`src/rtl/seg_pkg.sv`:
```
// Shared types and glyph tables for the multiplexed seven-segment scanner.
// Glyphs are active-low {g,f,e,d,c,b,a}; the decimal point is added by the scanner.
package seg_pkg;

  typedef enum logic [1:0] {
    ST_IDLE,
    ST_CONV,
    ST_COMMIT
  } state_t;

  localparam logic [6:0] SEG_0     = 7'h40;
  localparam logic [6:0] SEG_1     = 7'h79;
  localparam logic [6:0] SEG_2     = 7'h24;
  localparam logic [6:0] SEG_3     = 7'h30;
  localparam logic [6:0] SEG_4     = 7'h19;
  localparam logic [6:0] SEG_5     = 7'h12;
  localparam logic [6:0] SEG_6     = 7'h02;
  localparam logic [6:0] SEG_7     = 7'h78;
  localparam logic [6:0] SEG_8     = 7'h00;
  localparam logic [6:0] SEG_9     = 7'h10;
  localparam logic [6:0] SEG_A     = 7'h08;
  localparam logic [6:0] SEG_B     = 7'h03;
  localparam logic [6:0] SEG_C     = 7'h46;
  localparam logic [6:0] SEG_D     = 7'h21;
  localparam logic [6:0] SEG_E     = 7'h06;
  localparam logic [6:0] SEG_F     = 7'h0E;
  localparam logic [6:0] SEG_BLANK = 7'h7F;
  localparam logic [6:0] SEG_DASH  = 7'h3F;

  function automatic logic [6:0] nibble_to_seg(input logic [3:0] n);
    logic [6:0] g;
    case (n)
      4'h0: g = SEG_0;
      4'h1: g = SEG_1;
      4'h2: g = SEG_2;
      4'h3: g = SEG_3;
      4'h4: g = SEG_4;
      4'h5: g = SEG_5;
      4'h6: g = SEG_6;
      4'h7: g = SEG_7;
      4'h8: g = SEG_8;
      4'h9: g = SEG_9;
      4'hA: g = SEG_A;
      4'hB: g = SEG_B;
      4'hC: g = SEG_C;
      4'hD: g = SEG_D;
      4'hE: g = SEG_E;
      default: g = SEG_F;
    endcase
    return g;
  endfunction

endpackage

```
`src/rtl/seg_bin2bcd.sv`:
```
// Sequential double-dabble: loads on start_i, runs VAL_W shift/add-3 steps, done_o marks the final step.
// Bits carried out of the top BCD digit set a sticky overflow flag for the conversion.
module seg_bin2bcd #(
  parameter int VAL_W  = 27,
  parameter int DIGITS = 8
) (
  input  logic                  clk,
  input  logic                  rst,
  input  logic                  start_i,
  input  logic [VAL_W-1:0]      value_i,
  output logic [4*DIGITS-1:0]   bcd_o,
  output logic                  ovf_o,
  output logic                  done_o
);

  localparam int BW = 4 * DIGITS;
  localparam int CW = (VAL_W > 1) ? $clog2(VAL_W) : 1;

  logic [VAL_W-1:0] sh_q;
  logic [BW-1:0]    bcd_q;
  logic [BW-1:0]    adj;
  logic [BW-1:0]    bcd_d;
  logic             carry;
  logic             ovf_q;
  logic [CW-1:0]    cnt_q;
  logic             run_q;
  logic             last;

  always_comb begin
    adj = bcd_q;
    for (int i = 0; i < DIGITS; i++) begin
      if (adj[4*i +: 4] >= 4'd5) adj[4*i +: 4] = adj[4*i +: 4] + 4'd3;
    end
    bcd_d = {adj[BW-2:0], sh_q[VAL_W-1]};
    carry = adj[BW-1];
  end

  assign last = run_q && (cnt_q == CW'(VAL_W - 1));

  always_ff @(posedge clk or posedge rst) begin
    if (rst) begin
      sh_q  <= '0;
      bcd_q <= '0;
      ovf_q <= 1'b0;
      cnt_q <= '0;
      run_q <= 1'b0;
    end else if (start_i) begin
      sh_q  <= value_i;
      bcd_q <= '0;
      ovf_q <= 1'b0;
      cnt_q <= '0;
      run_q <= 1'b1;
    end else if (run_q) begin
      sh_q  <= sh_q << 1;
      bcd_q <= bcd_d;
      ovf_q <= ovf_q | carry;
      cnt_q <= cnt_q + CW'(1);
      if (last) run_q <= 1'b0;
    end
  end

  assign bcd_o  = bcd_q;
  assign ovf_o  = ovf_q;
  assign done_o = last;

endmodule

```
`src/rtl/seg_scan_ctrl.sv`:
```
// Multiplexed common-anode seven-segment controller: value handshake, BCD/hex commit, digit scan.
// Decimal commits VAL_W+1 cycles after transfer, hex after 1; the scan never stalls for a conversion.
module seg_scan_ctrl
  import seg_pkg::*;
#(
  parameter int DIGITS   = 8,
  parameter int VAL_W    = 27,
  parameter int DIV      = 100000,
  parameter int BLANK_LZ = 1
) (
  input  logic              clk,
  input  logic              rst,
  input  logic [VAL_W-1:0]  val_in,
  input  logic              val_valid,
  output logic              val_ready,
  input  logic              hex_mode,
  input  logic [DIGITS-1:0] dp_in,
  output logic [7:0]        seg,
  output logic [DIGITS-1:0] an,
  output logic              busy
);

  localparam int BW = 4 * DIGITS;
  localparam int IW = (DIGITS > 1) ? $clog2(DIGITS) : 1;
  localparam int PW = $clog2(DIV);

  state_t           state_q;
  logic [VAL_W-1:0] val_q;
  logic             hex_q;
  logic             rdy_q;
  logic             busy_q;
  logic [BW-1:0]    dig_q;
  logic             ovf_q;

  logic                  xfer;
  logic                  conv_start;
  logic [BW-1:0]         bcd;
  logic                  bcd_ovf;
  logic                  conv_done;
  logic [BW+VAL_W-1:0]   hex_ext;

  assign xfer       = (state_q == ST_IDLE) && val_valid && rdy_q;
  assign conv_start = xfer && !hex_mode;
  assign hex_ext    = {{BW{1'b0}}, val_q};

  seg_bin2bcd #(
    .VAL_W  (VAL_W),
    .DIGITS (DIGITS)
  ) u_bin2bcd (
    .clk     (clk),
    .rst     (rst),
    .start_i (conv_start),
    .value_i (val_in),
    .bcd_o   (bcd),
    .ovf_o   (bcd_ovf),
    .done_o  (conv_done)
  );

  always_ff @(posedge clk or posedge rst) begin
    if (rst) begin
      state_q <= ST_IDLE;
      val_q   <= '0;
      hex_q   <= 1'b0;
      rdy_q   <= 1'b1;
      busy_q  <= 1'b0;
      dig_q   <= '0;
      ovf_q   <= 1'b0;
    end else begin
      case (state_q)
        ST_IDLE: begin
          if (xfer) begin
            val_q <= val_in;
            hex_q <= hex_mode;
            rdy_q <= 1'b0;
            if (hex_mode) begin
              state_q <= ST_COMMIT;
            end else begin
              state_q <= ST_CONV;
              busy_q  <= 1'b1;
            end
          end
        end
        ST_CONV: begin
          if (conv_done) begin
            state_q <= ST_COMMIT;
            busy_q  <= 1'b0;
          end
        end
        ST_COMMIT: begin
          // hex overflow means any value bit above the displayable nibbles
          dig_q   <= hex_q ? hex_ext[BW-1:0] : bcd;
          ovf_q   <= hex_q ? |hex_ext[BW+VAL_W-1:BW] : bcd_ovf;
          state_q <= ST_IDLE;
          rdy_q   <= 1'b1;
        end
        default: begin
          state_q <= ST_IDLE;
          rdy_q   <= 1'b1;
          busy_q  <= 1'b0;
        end
      endcase
    end
  end

  assign val_ready = rdy_q;
  assign busy      = busy_q;

  logic [DIGITS-1:0][6:0] glyph;
  logic                   lz_nz;

  always_comb begin
    glyph = '0;
    lz_nz = 1'b0;
    for (int i = DIGITS - 1; i >= 0; i--) begin
      lz_nz = lz_nz | (dig_q[4*i +: 4] != 4'd0);
      if (ovf_q) glyph[i] = SEG_DASH;
      else if ((BLANK_LZ != 0) && (i > 0) && !lz_nz) glyph[i] = SEG_BLANK;
      else glyph[i] = nibble_to_seg(dig_q[4*i +: 4]);
    end
  end

  logic [PW-1:0]     presc_q;
  logic [IW-1:0]     idx_q;
  logic [IW-1:0]     act_q;
  logic              lit_q;
  logic [7:0]        seg_q;
  logic [DIGITS-1:0] an_q;
  logic              tick;
  logic [IW-1:0]     sel;
  logic [7:0]        seg_d;
  logic [DIGITS-1:0] an_d;

  assign tick = (presc_q == PW'(DIV - 1));
  assign sel  = tick ? idx_q : act_q;

  // Segments re-render every cycle so commits and dp changes show mid-slot.
  always_comb begin
    seg_d = 8'hFF;
    an_d  = an_q;
    if (tick) an_d = ~(DIGITS'(1) << idx_q);
    if (tick || lit_q) seg_d = {~dp_in[sel], glyph[sel]};
  end

  always_ff @(posedge clk or posedge rst) begin
    if (rst) begin
      presc_q <= '0;
      idx_q   <= '0;
      act_q   <= '0;
      lit_q   <= 1'b0;
      seg_q   <= 8'hFF;
      an_q    <= '1;
    end else begin
      presc_q <= tick ? '0 : presc_q + PW'(1);
      if (tick) begin
        idx_q <= (idx_q == IW'(DIGITS - 1)) ? '0 : idx_q + IW'(1);
        act_q <= idx_q;
        lit_q <= 1'b1;
      end
      seg_q <= seg_d;
      an_q  <= an_d;
    end
  end

  assign seg = seg_q;
  assign an  = an_q;

endmodule

```
`config.mk`:
```
export PLATFORM = sky130hd
export DESIGN_NAME = seg_scan_ctrl
export DESIGN_NICKNAME = d
export VERILOG_FILES = /design/src/rtl/seg_pkg.sv /design/src/rtl/seg_bin2bcd.sv /design/src/rtl/seg_scan_ctrl.sv
export SDC_FILE = /design/constraint.sdc
export NUM_CORES = 1
export LEC_CHECK = 0
export CORE_MARGIN = 2
export CORE_UTILIZATION = 58
export CTS_CLUSTER_DIAMETER = 150
export DETAILED_ROUTE_END_ITERATION = 12
export PLACE_DENSITY = 0.76
export SKIP_CTS_REPAIR_TIMING = 1
export SYNTH_ARGS = -nofsm -noshare
export SYNTH_HDL_FRONTEND = slang
export SYNTH_HIERARCHICAL = 1
export SYNTH_SLANG_ARGS = --single-unit
export TNS_END_PERCENT = 5
```
`constraint.sdc`:
```
create_clock -name clk -period 9.15 [get_ports clk]
set_input_delay 1.83 -clock clk [delete_from_list [all_inputs] [get_ports clk]]
set_output_delay 1.83 -clock clk [all_outputs]
set_load 0.01 [all_outputs]
```
Yosys cells after proc, flatten, opt, wreduce, memory -nomap -nowiden
Memory sizes are Yosys's and may differ from the RTL's.
Index checks and enable logic that the tools add are counted.
Widths: inputs -> output; s select.

operators by class
  eq/ne operators = 8
  shift-type cells = 1
  reductions and logical operators = 19
  $lt $le $gt $ge = 9
  $add $sub $neg = 11
  multiplexer cells = 54
  bitwise gates (word level) = 11

operators with widths
  kind                   count
  $mux 7                 16
  $mux 32                3
  $mux 27                2
  $add 4x2->4 const B    8
  $ge 4x3->1 const B     8
  $mux 4                 8
  $reduce_bool 4->1      7
  $bmux 7 s3             1
  $add 17x1->17 const B  1
  $eq 17x17->1 const B   1
  $mux 17                1
  $mux 1                 11
  $mux 5                 2
  $mux 8                 1
  $not 8->8              1
  $shl 1x3->8 const A    1
  $or 1x1->1             7
  $mux 2                 3
  $mux 3                 2
  $ne 2x2->1 const B     3
  $reduce_and 2->1       3
  $add 5x1->5 const B    1
  $eq 5x5->1 const B     1
  $logic_and 1x1->1      4
  other kinds (15)       17

word-level totals
  register bits = 171
  logic and storage cells = 139
  memory bits (read-only) = 896
  memories kept = 8
  bits of input ports = 39

memories
  name              depth  bits a word  read ports  clocked after Yosys merged registers in  write ports  line           RTL
  (name not given)  16     7            1           0                                        0            seg_pkg.sv:32  case (n)
  (name not given)  16     7            1           0                                        0            seg_pkg.sv:32
  (name not given)  16     7            1           0                                        0            seg_pkg.sv:32
  (name not given)  16     7            1           0                                        0            seg_pkg.sv:32
  (name not given)  16     7            1           0                                        0            seg_pkg.sv:32
  (name not given)  16     7            1           0                                        0            seg_pkg.sv:32
  2 more memories   n/a    n/a          n/a         n/a                                      n/a          n/a

Depth between registers and ports, before layout
  depth after elaboration = 12
  depth in mapped cells = 10
  mapped depth without buffers = 9

Cells and area by module
The synthesis kept the hierarchy.

by module, submodules not included
  module         seq. area each (µm²)  instances  cells each  area each (µm²)
  seg_scan_ctrl  2,648.8               1          714         6,777.8
  seg_bin2bcd    1,651.6               1          371         3,567.2

Worst setup path before layout
Ideal clock, no wire load.

  path type = input to register
  start point = input port val_valid
  end point = register u_bin2bcd.sh_q[20]
  slack = 5.600 ns
  data required time = 9.015 ns
  stages on the path = 7
  buffers on the path = 3
  setup time = 0.135 ns
  arrival time = 3.415 ns
  cell sequence = nand2_1 > nor3b_1 > clkbuf_1 > nor2b_1 > buf_2 > clkbuf_1 > o21ai_0

between the ends
  cells in the longest elaborated chain, start to end = 4

RTL lines
  item                                                 line                 RTL
  from (decl)                                          seg_scan_ctrl.sv:14  input logic val_valid,
  $logic_and 1x1->1 * (2 in series)                    seg_scan_ctrl.sv:42  assign xfer = (state_q == ST_IDLE) && val_valid && rdy_q;
  $logic_and 1x1->1 *                                  seg_scan_ctrl.sv:43  assign conv_start = xfer && !hex_mode;
  named net conv_start                                 seg_scan_ctrl.sv:36  logic conv_start;
  $mux 27 / $reduce_bool 2->1 (equally long branches)  n/a
  to (signal assigned)                                 seg_bin2bcd.sv:48    sh_q <= value_i;
  to (signal assigned)                                 seg_bin2bcd.sv:54    sh_q <= sh_q << 1;
  to (decl)                                            seg_bin2bcd.sv:19    logic [VAL_W-1:0] sh_q;

Mark *: on every way through the listed nets, which the timed path passes. The rest lies on a longest branch.
A chain may end at the register's enable or synchronous reset.

Final worst setup path
  start point = input port val_valid
  end point = register u_bin2bcd.bcd_q[12], in the netlist u_bin2bcd/bcd_o[12]

between the ends
  cells in the longest elaborated chain, start to end = 4

RTL lines
  item                                                 line                 RTL
  $logic_and 1x1->1 * (2 in series)                    seg_scan_ctrl.sv:42
  $logic_and 1x1->1 *                                  seg_scan_ctrl.sv:43
  named net conv_start                                 seg_scan_ctrl.sv:36
  $mux 32 / $reduce_bool 2->1 (equally long branches)  n/a
  to (signal assigned)                                 seg_bin2bcd.sv:43    bcd_q <= '0;
  to (signal assigned)                                 seg_bin2bcd.sv:49    bcd_q <= '0;
  to (signal assigned)                                 seg_bin2bcd.sv:55    bcd_q <= bcd_d;
  to (decl)                                            seg_bin2bcd.sv:20    logic [BW-1:0] bcd_q;

Marks and branches as above.

==> metrics.sh <==
ROUTABILITYCONGESTION=0.886
TOTALWIRELENGTH_MM=21.8
GRT_MAX_DEGREE=67
SYNTHESIS.NETS=1192
HOLD_CLASS='reg -> reg'
MAXCAPVIOLCOUNT=0
WORST_HOLD_SLACK_PS=475
DETAIL_ROUTE.ITER0.VIOLATIONS=555
CLOCK_LATENCY_OF_THE_LATER_CLOCKED_REGISTER_IN_THE_WORST_SKEW_PAIR_PS=420
POWER.DENSITY_CELL_AREA_nW_PER_UM2=308
FINAL-MAX-SLEW-VIOLATION-COUNT=0
CRITICAL_PATH_ORIGIN='val_valid'
SYNTH_FF_TYPE='sky130_fd_sc_hd__dfrtp_1'
CLOCK_SKEW_PS=14.8
CRIT_SLOWEST_CELL='sky130_fd_sc_hd__nor2b_4'
IO_PINS=57
FMAXACHIEVABLE_MHz=217
YS.WARNINGS.COUNT=6
SYNTH-SEQ-AREA-SHARE_PCT=41.6
TOTALNEGATIVESETUPSLACK_PS=0
DIEWIDTH_UM=138
ROUTED_WIRE_LENGTH_PER_INSTANCE_UM=16.2
VIA_COUNT=7889
SYNTH_CELL_TYPE_COUNT=67
CRITPATHARRIVALTIME_PS=4890
INITIAL_UTILIZATION_PCT=59.6
MIN-DELAY-START='an[3]'
MAX-SLEW-MARGIN-REL_PCT=42.6
OUTCOME='completed'
DIODES=0
ANTENNA_FOUND_INITIAL=0
AREA_AFTER_DETAILED_PLACEMENT_SQ_UM=11000
SYNTH.FF_LATCH_COUNT=171
FINAL_HPWL_FROM_DETAILED_PLACEMENT_MM=15.2
FINAL-SETUP-VIOL-COUNT=0
IO_BUFFER_COUNT=56
CRIT_PATH_CELL_TRACE='clkdlybuf4s50_1 -> nand2_1 -> nor3b_2 -> buf_4 -> nor2b_4 -> buf_4 -> nand2b_4 -> or3_1 -> o31ai_1'
DRT_PRE_ANTENNA_ITERS=6
WORST-ENDPOINT-REQUIRED_PS=9430
HTREEDEPTH=4
TIMING_WORST_SLEW_PIN_VALUE_PS=862
DESIGN_POWER_TOTAL_W=0.00355
SETUP.WORST_PATH.CLASS='in -> reg'
TRITONCTS='built'
SETUP_REPAIR_AFTER_GLOBAL_ROUTING_MISSED_ITS_MARGIN='false'
CRITICAL_PATH_PEAK_FANOUT=59
POSTROUTEANTENNANETS=0
NNETSFINAL=1215
LEAKAGE_nW=4.88
PATH_BUF_INV=3
CRITPATHCAPTURETYPE='flip-flop'
GRTUSAGETOTAL_PCT=24.5
SYN-MEAN-INSTANCE-AREA_SQ_UM=9.53
DETAIL_ROUTE.VIAS_PER_CELL=5.86
CTS.SINKS=171
MOST-COMMON-LAYOUT-CELLS='sky130_fd_sc_hd__dfrtp_1, sky130_fd_sc_hd__nand2_1, sky130_fd_sc_hd__o21ai_0'
AREA_DELTA_SYNTH_FINAL_PCT=11.7
CLOCK_TRANSITION_AT_THE_REGISTERS_OF_THE_REPORTED_PATHS_PS=60
VDD.IR_DROP.WORST_uV=220
FINALINSTANCEAREA_SQ_UM=11600
YS_ASYNC_SR_FRACTION_PCT=100
REGTOREGSTARTPOINT='presc_q[8]'
GRT_FIRST_PASS_WIRELENGTH_MM=36.9
SYNTH.CELL_AREA_SQ_UM=10300
CRITPATHTOPFAMILY='simple AND/OR/NAND/NOR gates'
GRT_PASS1_VIAS=7363
DRC_ERRORS=0
FINAL_COMMON_CELL='sky130_fd_sc_hd__dfrtp_1'
PLACEMENT.SETUP.WORST_SLACK_PS=4120
FLOORPLAN.DIE.HEIGHT_UM=138
CORE.ROWCOUNT=48
CP-START-KIND='primary input'
PATH_COMMON_CELL='sky130_fd_sc_hd__buf_4'
POST_SYNTH_EDFFS=0
PLACEABLECOREAREA_SQ_UM=17400
SYNTHESIS.INSTANCES=1085
FIN_CRIT_PS=4610
CLOCK-ROOT-BUFFER='sky130_fd_sc_hd__clkbuf_16'
LAYOUT_WORST_PATH_CYCLE_SHARE_PCT=50.4
MAX_STAGE_DELAY_PS=750
DIE_AREA_SQ_UM=18900
CTS-ROOT-TO-SINK-BUFFERS=2
SETUP_SLACK_AFTER_LAYOUT_PS=4540
NUM_CTS_BUFFERS=17
FINAL_LAYOUT_SIZE_SUFFIX_GT1_SHARE_PCT=9.72
FINAL_HOLD_VIOL_COUNT=0
GLOBALROUTEOVERFLOWTOTAL=0
==> cells in the mapped netlist (7+ instances only) <==
| library cell | count | area (sq um) |
|---|---|---|
| sky130_fd_sc_hd__buf_2 | 8 | 40.0 |
| sky130_fd_sc_hd__nor3_1 | 10 | 50.1 |
| sky130_fd_sc_hd__nor2b_1 | 15 | 93.8 |
| sky130_fd_sc_hd__nand2_1 | 127 | 477 |
| sky130_fd_sc_hd__buf_4 | 8 | 60.1 |
| sky130_fd_sc_hd__or3_1 | 8 | 50.1 |
| sky130_fd_sc_hd__o211ai_1 | 13 | 97.6 |
| sky130_fd_sc_hd__a32oi_1 | 7 | 61.3 |
| sky130_fd_sc_hd__nand3_1 | 28 | 140 |
| sky130_fd_sc_hd__dfrtp_1 | 154 | 3850 |
| sky130_fd_sc_hd__xnor2_1 | 7 | 61.3 |
| sky130_fd_sc_hd__clkbuf_1 | 41 | 154 |
| sky130_fd_sc_hd__xor2_1 | 19 | 166 |
| sky130_fd_sc_hd__o21ai_0 | 113 | 566 |
| sky130_fd_sc_hd__o31ai_1 | 7 | 52.6 |
| sky130_fd_sc_hd__mux2_2 | 30 | 338 |
| sky130_fd_sc_hd__mux2i_1 | 76 | 761 |
| sky130_fd_sc_hd__a21oi_1 | 43 | 215 |
| sky130_fd_sc_hd__a22oi_1 | 8 | 60.1 |
| sky130_fd_sc_hd__nor2_1 | 56 | 210 |
| sky130_fd_sc_hd__nand2b_1 | 20 | 125 |
| sky130_fd_sc_hd__a221oi_1 | 7 | 61.3 |
| sky130_fd_sc_hd__dfstp_2 | 17 | 447 |
| sky130_fd_sc_hd__o32ai_1 | 8 | 70.1 |
| sky130_fd_sc_hd__inv_1 | 64 | 240 |
| sky130_fd_sc_hd__mux4_2 | 8 | 180 |
| sky130_fd_sc_hd__ha_1 | 68 | 851 |
| sky130_fd_sc_hd__a31oi_1 | 19 | 119 |
| sky130_fd_sc_hd__a21o_1 | 9 | 67.6 |
==> cell type report <==
class                           instances  area (sq um)
Clock buffer                           22           454
Clock inverter                         10          92.6
Fill cell                            1445          5800
Inverter                               67           254
Multi-Input combinational cell        784          5530
Sequential cell                       171          4300
Tap cell                              225           282
Timing Repair Buffer                   67           643
==> worst min-delay path, delay by kind of cell, from the launching register on <==
family	cells	cell delay [ps]
buffers and inverters	1	40
DFF	1	370
muxes	1	60
==> per-stage QoR <==
step                      util (%)  instances
after CTS                     66.6       1346
after global routing          66.6       1346
final                         66.6       1346
after global placement        63.4       1314
after floorplan                  -       1085
after detailed placement      63.4       1314
==> logic make-up after synthesis <==
kind of cell               count (synthesis)  share of synthesized area (%)
AOI/OAI and AO/OA                        276                           16.5
xor gates and xnor gates                  26                           2.20
and+or+nand+nor                          300                           13.9
DFF                                      171                           41.6
buffers and inverters                    130                           5.18
muxes                                    114                           12.4
adders and majority gates                 68                           8.22
==> power breakdown <==
part           switching, W  total, W  internal (W)  leakage, nW
sequential         0.000363   0.00138       0.00102         2.14
clock              0.000293  0.000675      0.000382        0.257
combinational      0.000799   0.00150      0.000697         2.49
total               0.00146   0.00355       0.00210         4.88
==> registers in the layout, indices dropped and copies added (netlist names) <==
signal and cells:
act_q 3, an 8, busy 1, dig_q 32, hex_q 1, idx_q 3, lit_q 1, ovf_q 1
presc_q 17, seg 8, state_q 2, u_bin2bcd/bcd_o 32, u_bin2bcd/cnt_q 5, u_bin2bcd/ovf_o 1, u_bin2bcd/run_q 1, u_bin2bcd/sh_q 27
val_q 27, val_ready 1
==> per-layer routing <==
layer | up-vias | routed length (um) | GRT usage [%]
met2 | 195 | 10100 | 37.7
met1 | 3772 | 10500 | 36.0
met5 | - | 0 | 0
li1 | 3890 | - | -
met3 | 32 | 860 | 3.61
met4 | 0 | 409 | 7.67
==> worst paths after layout <==
path,depth (start not counted),slack [ps],end
min reg2reg,2,470,an[3]
max,9,4540,u_bin2bcd/bcd_o[12]
max reg2reg,8,5620,seg[2]
min in group asynchronous,2,1830,presc_q[8]
max in group asynchronous,3,6120,busy
min,2,470,an[3]
No activity file was read; power rests on OpenSTA's default activity.
==> RTL change: new RTL, config.mk and constraints unchanged <==
Register the output `seg` once more, with the module's reset; this adds one clock of latency there. The other outputs are not delayed to match.
--- a/src/rtl/seg_scan_ctrl.sv
+++ b/src/rtl/seg_scan_ctrl.sv
@@ -162,5 +162,11 @@
   end
 
-  assign seg = seg_q;
+  always_ff @(posedge clk or posedge rst) begin
+    if (rst) begin
+      seg <= '0;
+    end else begin
+      seg <= seg_q;
+    end
+  end
   assign an  = an_q;
 
Formal check against the unedited RTL: not equivalent (Yosys sat finds a counterexample within 4 cycles, from zero or initial values and one cycle with rst high).
==> RTL change against the unedited design <==
Sequential cell count grew 8. Global-route usage shrank 1.3 points. First-iteration DRC count grew 17%. Cell area grew 2.4%. Routed wire length grew 1.7%. Synthesized cell count grew 2.7%. Worst hold slack lost 0.085 ns. Worst setup slack lost 0.036 ns. Power grew 2.2%. Area after synthesis grew 2.7%. Largest power group unchanged.
==> RTL change: results (changes against the unedited design) <==
[outcome]
outcome=finished, final reports clean

[cells_and_area]
nFillCells=1419  ; -1.8%
antennaDiodeCount=0  ; unchanged
layout-drive-gt1-share_pct=9.948  ; +0.22 points
nets=1240  ; +2.1%

[logic_synthesis]
synth.cells.most_frequent=dfrtp_1 (162), nand2_1 (129), o21ai_0 (123)
synthesis.area_mm2=0.01063  ; +2.7%
muxShareOfSynthArea_pct=11.17  ; -1.2 points
synthXorXnorAreaFrac_pct=2.061  ; -0.14 points
synthAdderAreaFrac_pct=8.007  ; -0.22 points
yosysSeqAreaShare_pct=42.35  ; +0.78 points
synth_compound_area_share_pct=16.43  ; -0.12 points
synth_area_leaders=dfrtp_1 (38%), ha_1 (8.0%), mux2i_1 (6.4%), o21ai_0 (5.8%), nand2_1 (4.6%)
synth_area_per_cell_um2=9.539  ; about the same

[grt]
grtUsageMet1_pct=33.51  ; -2.5 points
grt_pass1_wl_um=37540  ; +1.7%
grt_pass1_vias=7633  ; +3.7%
gr-usage-met3_pct=4.508  ; +0.90 points
grt_max_degree=86  ; +28%
grt_usage_pct=23.26  ; -1.3 points
grt_use_met2_pct=36.30  ; -1.4 points

[detailed_routing]
wl_per_cell_um=16.15  ; -0.44%
first_iter_violations=647  ; +17%
drtPass1Iterations=6  ; unchanged
met3_length_um=956  ; +11%
met1_length_um=10610  ; +1.2%
met2_length_um=10280  ; +2.0%
wirelength_um=22200  ; +1.7%
vias=8109  ; +2.8%

[placed_design]
numPortBuffers=56  ; unchanged
dp_hpwl_um=15090  ; -0.90%
place.gp.congestion=0.8327  ; -6.0%
pre_cts_slack_ns=4.073  ; -0.05195 ns
dp_cells=1343  ; +2.2%

[hold_path]
hp-class=register to register
hold_depth=0  ; -2
hold_path.startpoint=seg_q[0]$_DFF_PP1_
holdPathEnd=seg[0]$_DFF_PP0_

[cts]
clk_latency_ns=0.43
clockBufferDepth=2  ; unchanged
htree_levels=4  ; unchanged
cts_buffers=17  ; unchanged

[setup_path]
rrSetupSlack_ns=5.83  ; +0.21 ns
r2r-end=u_bin2bcd/bcd_o[4]$_DFFE_PP0P_
r2r_start=state_q[0]$_DFFE_PP0P_
cp.arrival_ns=4.92  ; +0.03 ns
r2r_cells=9  ; +1
path_max_fanout=51  ; -14%

[timing]
timing.hold.ws_ns=0.3897  ; -0.08515 ns
clock-skew-final_ns=0.008831  ; -0.005967 ns
tightest_slew_ns=1.023  ; +0.1613 ns

[power]
p_leak_nw=5.017  ; +2.7%
vdd_drop_max_uv=179.2  ; -18%

RTL change: worst max path at each step:
stage | startpoint | end | slack [ns] | depth (start not counted)
floorplan | rst | act_q[0]$_DFF_PP0_ | 4.36 | 1
global placement | val_valid | u_bin2bcd/bcd_o[8]$_DFFE_PP0P_ | 4.13 | 9
detailed placement | val_valid | u_bin2bcd/bcd_o[24]$_DFFE_PP0P_ | 4.07 | 9
CTS | val_valid | u_bin2bcd/bcd_o[4]$_DFFE_PP0P_ | 4.53 | 9
global route | val_valid | u_bin2bcd/bcd_o[4]$_DFFE_PP0P_ | 4.27 | 9
finish | val_valid | u_bin2bcd/bcd_o[4]$_DFFE_PP0P_ | 4.51 | 9
RTL change: per-stage QoR:
step                      cell area [µm²]  util, %
after detailed placement            11250    62.65
after CTS                           11830    65.87
final                               11830    65.87
after floorplan                     10630        -
after global routing                11830    65.87
after global placement              11250    62.65
RTL change: worst max-delay path, stage by stage:
cell and delay, ns:
clkdlybuf4s50_1 0.46, nand2_1 0.07, nor3b_2 0.18, buf_4 0.38
nor2b_4 0.85, buf_4 0.57, nand2b_4 0.33, or3_1 0.15
o31ai_1 0.07
RTL change: logic make-up after synthesis:
group / Yosys count
AOI/OAI and AO/OA: 283
xor gates and xnor gates: 25
adders and majority gates: 68
buffers and inverters: 128
DFF: 179
muxes: 106
and+or+nand+nor: 325
RTL change: area by class of cell:
type	instances	share of cell area [%]
clock buffers	18	3.712
well taps	229	2.421
clock inverters	14	1.184
inverters	63	2.041
repair buffers	65	5.308
flip-flops and latches	179	38.07
multi-input cells	807	47.27
RTL change: report_power, final:
group	switching [mW]	total (mW)	internal, mW
logic	0.824	1.52	0.694
registers	0.341	1.39	1.05
clock network	0.348	0.718	0.370
